[src/rtl/seq_multiplier.sv]
// Iterative shift-add multiplier: WIDTH x WIDTH -> 2*WIDTH product with valid/ready on both sides.
// Define SEQ_MULT_SIGNED_EN to add the is_signed port for two's-complement operands.
module seq_multiplier #(
  parameter int WIDTH = 8,
  parameter int CNT_W = $clog2(WIDTH + 1)
) (
  input  logic                 clk,
  input  logic                 rst,
  input  logic                 in_valid,
  output logic                 in_ready,
  input  logic [WIDTH-1:0]     A,
  input  logic [WIDTH-1:0]     B,
`ifdef SEQ_MULT_SIGNED_EN
  input  logic                 is_signed,
`endif
  output logic                 out_valid,
  input  logic                 out_ready,
  output logic [2*WIDTH-1:0]   product,
  output logic                 busy
);

  localparam int PW = 2 * WIDTH;

  localparam logic [1:0] IDLE = 2'd0;
  localparam logic [1:0] CALC = 2'd1;
  localparam logic [1:0] DONE = 2'd2;

  logic [1:0]       state;
  logic [PW-1:0]    mcand;
  logic [PW-1:0]    acc;
  logic [PW-1:0]    acc_next;
  logic [PW-1:0]    result;
  logic [WIDTH-1:0] mplier;
  logic [WIDTH-1:0] a_mag;
  logic [WIDTH-1:0] b_mag;
  logic [CNT_W-1:0] cnt;
  logic             neg;
  logic             neg_in;

  // Signed mode runs the unsigned datapath on magnitudes and restores the sign at the end.
  always_comb begin
    a_mag  = A;
    b_mag  = B;
    neg_in = 1'b0;
`ifdef SEQ_MULT_SIGNED_EN
    if (is_signed) begin
      if (A[WIDTH-1]) a_mag = ~A + 1'b1;
      if (B[WIDTH-1]) b_mag = ~B + 1'b1;
      neg_in = A[WIDTH-1] ^ B[WIDTH-1];
    end
`endif
  end

  always_comb begin
    acc_next = acc + (mplier[0] ? mcand : '0);
    result   = neg ? (~acc_next + 1'b1) : acc_next;
  end

  always_ff @(posedge clk) begin
    if (rst) begin
      state   <= IDLE;
      mcand   <= '0;
      mplier  <= '0;
      acc     <= '0;
      cnt     <= '0;
      neg     <= 1'b0;
      product <= '0;
    end else begin
      case (state)
        IDLE: begin
          if (in_valid) begin
            mcand  <= {{WIDTH{1'b0}}, a_mag};
            mplier <= b_mag;
            acc    <= '0;
            cnt    <= CNT_W'(WIDTH);
            neg    <= neg_in;
            state  <= CALC;
          end
        end
        CALC: begin
          acc    <= acc_next;
          mcand  <= mcand << 1;
          mplier <= mplier >> 1;
          cnt    <= cnt - 1'b1;
          // Last iteration: publish the final sum directly so out_valid lands WIDTH+1 edges after accept.
          if (cnt == CNT_W'(1)) begin
            product <= result;
            state   <= DONE;
          end
        end
        DONE: begin
          if (out_ready) state <= IDLE;
        end
        default: state <= IDLE;
      endcase
    end
  end

  assign in_ready  = (state == IDLE);
  assign out_valid = (state == DONE);
  assign busy      = (state != IDLE);

endmodule

[config.mk]
export PLATFORM = sky130hd
export DESIGN_NAME = seq_multiplier
export DESIGN_NICKNAME = d
export VERILOG_FILES = /design/src/rtl/seq_multiplier.sv
export SDC_FILE = /design/constraint.sdc
export NUM_CORES = 1
export LEC_CHECK = 0
export CAP_MARGIN = 20
export CORE_MARGIN = 2
export CORE_UTILIZATION = 55
export CTS_CLUSTER_DIAMETER = 200
export DETAILED_ROUTE_END_ITERATION = 10
export PLACE_DENSITY = 0.79
export SKIP_LAST_GASP = 1
export SLEW_MARGIN = 20
export SYNTH_ARGS = -nofsm -noshare
export SYNTH_HDL_FRONTEND = slang
export SYNTH_SLANG_ARGS = --single-unit
[constraint.sdc]
create_clock -name clk -period 3 [get_ports clk]
set_input_delay 0.9 -clock clk [delete_from_list [all_inputs] [get_ports clk]]
set_output_delay 0.9 -clock clk [all_outputs]
set_load 0.05 [all_outputs]
* Word level (Yosys, flattened, before mapping)
Cells that the tools add are included.
** Storage, ports and cells
- Output and inout port bits :: 19
- Bits in registers :: 62
- Logic and storage cells :: 33
- Input port bits :: 20
** Cells by class
- Mux-type cells :: 13
- Equal/unequal tests :: 6
- $add $sub $neg :: 2
- Reduce and logical (&&, ||, !) cells :: 6
** Operators by type and width (number)
- $pmux 16 s2 :: 2
- $mux 16 :: 3
- $add 16x16->16 :: 1
- $pmux 8 s2 :: 1
- $mux 8 :: 1
- $pmux 4 s2 :: 1
- $mux 2 :: 3
- $pmux 2 s3 :: 1
- $eq 4x1->1 const B :: 1
- $mux 4 :: 1
- $ne 2x2->1 const B :: 2
- $reduce_and 2->1 :: 2
- $reduce_bool 2->1 :: 2
- $sub 4x1->4 const B :: 1
- $reduce_and 3->1 :: 1
- $eq 2x1->1 const B :: 1
- $eq 2x2->1 const B :: 1
- $logic_not 2->1 :: 1
- $ne 2x1->1 const B :: 1

* Longest topological paths before layout
- Depth in word-level cells :: 3
- Mapped depth :: 10
- Gate-level depth less buffers :: 9

* Worst setup path after synthesis
No wires, ideal clock.
- Path kind :: reg-to-output
- From :: register state[0]
- To :: output busy
- Buffers on the path :: 2
- Arrival time :: 1.854 ns
- Stages on the path, launching flop included :: 5
- Data required time :: 2.100 ns
- Slack :: 0.246 ns
- Cell sequence :: dfxtp_1 -> clkbuf_1 -> clkbuf_1 -> nor2_1 -> inv_1
** On the way
- Cells in the longest elaborated chain, start to end :: 1
** Ends and longest elaborated chain
- start, declared :: RTL line 28 : logic [1:0] state;
- start signal, assigned :: RTL line 61 : state <= IDLE;
- start signal, assigned :: RTL line 77 : state <= CALC;
- start signal, assigned :: RTL line 88 : state <= DONE;
- $reduce_bool 2->1 :: RTL line 101 : assign busy = (state != IDLE);
- end, declared :: RTL line 19 : output logic busy
No other way between the ends.

* Final worst setup path
- From :: register state[0]
- To :: output in_ready
** On the way
- Cells in the longest elaborated chain, start to end :: 1
** Ends and longest elaborated chain
- $logic_not 2->1 :: RTL line 99 : assign in_ready = (state == IDLE);
- end, declared :: RTL line 10 : output logic in_ready,
No other way between the ends.

==> flow_summary_export.csv <==
group,metric,value,unit
final_layout,drive_above_1_share,0.0878,
global_routing,track_usage,0.248,
place,io_buffers,38,
power_and_ir_drop,p_switching,498,uW
final_layout,fillers,484,
critical_path,cp_top_family,"buffers and inverters",
final_layout,syn_to_final_growth,18.9,%
timing,fin_setup_tns,0,ps
route,drtIter0Drc,182,
critical_path,reg2reg_from,"mplier[0]$_SDFFE_PP0P_",
place,post-place-ws,461,ps
route,vias,2943,
route,via_per_inst,5.67,
global_routing,grtUsageMet2,0.395,
yosys,synthArstFlopShare,0,
global_routing,grt_pass1_wl,12600,um
yosys,synthAdderAreaFrac,0.0711,
yosys,seq_area_frac_synth,0.379,
yosys,synthesis.nets,443,
timing,holdWs,452,ps
critical_path,slowest_stage,"clkdlybuf4s50_1",
route,ant_nets,0,
yosys,synthCells,405,
yosys,synth_top_flop_cell,"dfxtp_1",
place,placed_cells,503,
worst_hold_path,holdPathStages,2,
worst_hold_path,min_to,"product[10]$_SDFFE_PP0P_",
die,chipHeight,81.1,um
yosys,synth_top_family_by_area,"simple AND/OR/NAND/NOR gates",
final_layout,n_antenna_cell,0,
route,drc_errors,0,
yosys,muxShareOfSynthArea,0.00344,
clocking,ctsHoldBuffers,0,
global_routing,grt_pass1_vias,2716,
critical_path,worstSetupEndpointType,"output port",
critical_path,reg2reg_to,"acc[12]$_SDFFE_PP0P_",
worst_hold_path,min_from,"product[10]$_SDFFE_PP0P_",
power_and_ir_drop,total_power,1.83,mW
critical_path,r2r_slack,420,ps
yosys,ys_ff_latch,62,
power_and_ir_drop,intPower,1.33,mW
power_and_ir_drop,vdd_drop_max,307,uV
timing,period_needed,2700,ps
critical_path,arrival,1800,ps
yosys,synth_enable_flop_cells,0,
clocking,cts_tree,"yes",
die,start_util,0.559,
critical_path,cpPeakStageDelay,870,ps
global_routing,grt_max_degree,40,
critical_path,crit_start,"state[0]$_SDFFE_PP0P_",
clocking,h-tree-depth,3,
global_routing,grt_antenna_before_repair,0,
timing,fmax,370,MHz
clocking,path_clk_slew,70,ps
clocking,insertion_delay,340,ps
run,cap_viol_max_count,0,
place,hpwl,5360,um
timing,finalCritPeriodShare,0.900,
clocking,clockRootBuffer,"clkbuf_8",
yosys,synth.distinct_cells,49,
power_and_ir_drop,pwr-share-clk,0.373,
timing,tightest_slew,691,ps
global_routing,globalRouteMet3Util,0.0411,
timing,finalSetupViolations,0,
power_and_ir_drop,p_sw_frac,0.272,
outcome,status,"complete, no violations",
clocking,clock_sinks,62,
timing,drv_slew,0,
yosys,yosysWarnings,0,
critical_path,crit_chain,"nor2_1 > clkdlybuf4s50_1",
die,core_area,5850,um2
final_layout,nNetsFinal,477,
yosys,synth-compound-area-share,0.217,
yosys,synth-simple-area-share,0.259,
timing,hold_viol_final,0,
power_and_ir_drop,power_density,471,nW/um2
die,fp.dieArea,6580,um2
yosys,synthesis.area,3270,um2
route,totalWireLength,7530,um
power_and_ir_drop,seq_power_share,0.482,
critical_path,crit_type,"reg2out",
timing,finClkSkew,11.9,ps
route,drt-pass1-iter-count,5,
critical_path,cp_max_fo,4,
global_routing,grt-busiest-layer,"met2",
power_and_ir_drop,p_leak,1.66,nW
clocking,cts_resized,0,
place,place_congestion,0.887,
clocking,cts-root-to-sink-buffers,2,
final_layout,stdcell_count,519,
yosys,synth_xor_area_frac,0.0294,
power_and_ir_drop,combPwrFrac,0.145,
critical_path,critPathBufInv,1,
die,fp.dieW,81.1,um
critical_path,crit_path_start_kind,"flip-flop",
global_routing,overflow,0,
critical_path,r2r_cells,8,
timing,rsz0062_at_grt,"false",
yosys,avgSynthCellArea,8.08,um2
timing,setup_slack,299,ps
global_routing,grtUsageMet1,0.331,
die,rows,28,
clocking,numCtsBuffers,9,
die,pin_count,39,
clocking,post_cts_buffers,0,
worst_hold_path,holdCritPathClass,"reg2reg",
timing,slew_headroom,0.537,
critical_path,required,2100,ps
route,wl_per_cell,14.5,um
[worst reg2reg max path, cell delays in order (launching register included)]
cell and delay, ps:
dfxtp_1 330, and2_1 160, ha_1 210, fa_1 410, a21o_2 230, a221oi_4 330, nor3_2 110, or4_4 420
a32o_1 260
[how the worst max path moves through the flow]
stage	end	depth (start not counted)
floorplan	busy	4
global placement	acc[12]$_SDFFE_PP0P_	8
detailed placement	acc[12]$_SDFFE_PP0P_	8
CTS	in_ready	2
global route	in_ready	2
finish	in_ready	2
[placed cells by master, fill, tap and decap left out, types with 12 or more instances in the layout]
| cell type | count |
|---|---|
| a21oi_1 | 34 |
| a22oi_1 | 18 |
| and2_1 | 15 |
| buf_4 | 12 |
| clkbuf_8 | 12 |
| clkdlybuf4s50_1 | 36 |
| dfxtp_1 | 62 |
| ha_1 | 17 |
| nand2_1 | 33 |
| nor2_1 | 77 |
| nor2b_1 | 17 |
| nor3_1 | 15 |
[through the flow]
stage / instance area (um2) / util
global placement: 3700 / 0.633
global route: 3890 / 0.665
detailed placement: 3700 / 0.633
finish: 3890 / 0.665
CTS: 3890 / 0.665
floorplan: 3270 / -
[registers in the layout, indices dropped and copies added, names as in the netlist]
register and cells:
cnt 4, mplier 8, product 16, acc 16, mcand 16, state 2
[Yosys cell counts, types with 2 or more instances]
master | count | area share
nor3_1 | 15 | 0.023
nand2_1 | 33 | 0.038
a311oi_1 | 2 | 0.0054
nand3b_1 | 2 | 0.0046
o31ai_1 | 3 | 0.0069
nand4_1 | 2 | 0.0038
a21oi_1 | 34 | 0.052
clkbuf_8 | 2 | 0.0084
a21o_2 | 2 | 0.0054
o221ai_1 | 3 | 0.0080
o21ai_0 | 8 | 0.012
o21a_1 | 5 | 0.011
xor2_1 | 7 | 0.019
a22oi_1 | 18 | 0.041
and3_1 | 2 | 0.0038
nor2b_1 | 17 | 0.033
nor2_1 | 77 | 0.088
and2_1 | 15 | 0.029
a211o_1 | 3 | 0.0080
a22o_1 | 8 | 0.021
a32oi_1 | 2 | 0.0054
nand2b_1 | 3 | 0.0057
a21o_1 | 4 | 0.0092
a211oi_1 | 2 | 0.0046
clkbuf_1 | 22 | 0.025
or2_2 | 3 | 0.0057
xnor2_1 | 4 | 0.011
ha_1 | 17 | 0.065
inv_1 | 4 | 0.0046
dfxtp_1 | 62 | 0.38
nand3_1 | 6 | 0.0092
[cell families after synthesis]
logic type / Yosys count
AND/OR/NAND/NOR: 181
AO/OA/AOI/OAI: 102
flip-flops: 62
buffers and inverters: 30
adder cells (fa/ha/maj): 18
XOR/XNOR: 11
multiplexers: 1
[power by group through the flow]
stage / clock network, mW / logic (mW) / registers (mW)
after floorplan: 0 / 0.178 / 0.901
after global placement: 0 / 0.259 / 0.899
after detailed placement: 0 / 0.264 / 0.901
after CTS: 0.693 / 0.266 / 0.882
after global routing: 0.731 / 0.299 / 0.886
final: 0.683 / 0.266 / 0.883
[metal layers]
layer	wire, um	part of all wire
met1	3520	0.47
met3	357	0.047
met4	172	0.023
met5	0	0
met2	3480	0.46
[final cells by class]
| type | count | area, um2 | share of cell area |
|---|---|---|---|
| Multi-Input combinational cell | 313 | 1900 | 0.488 |
| Sequential cell | 62 | 1240 | 0.319 |
| Timing Repair Buffer | 49 | 455 | 0.117 |
| Clock buffer | 13 | 169 | 0.0434 |
| Tap cell | 75 | 93.8 | 0.0241 |
| Clock inverter | 3 | 17.5 | 0.00450 |
| Inverter | 4 | 15.0 | 0.00386 |
No activity file was read; power rests on OpenSTA's default activity.
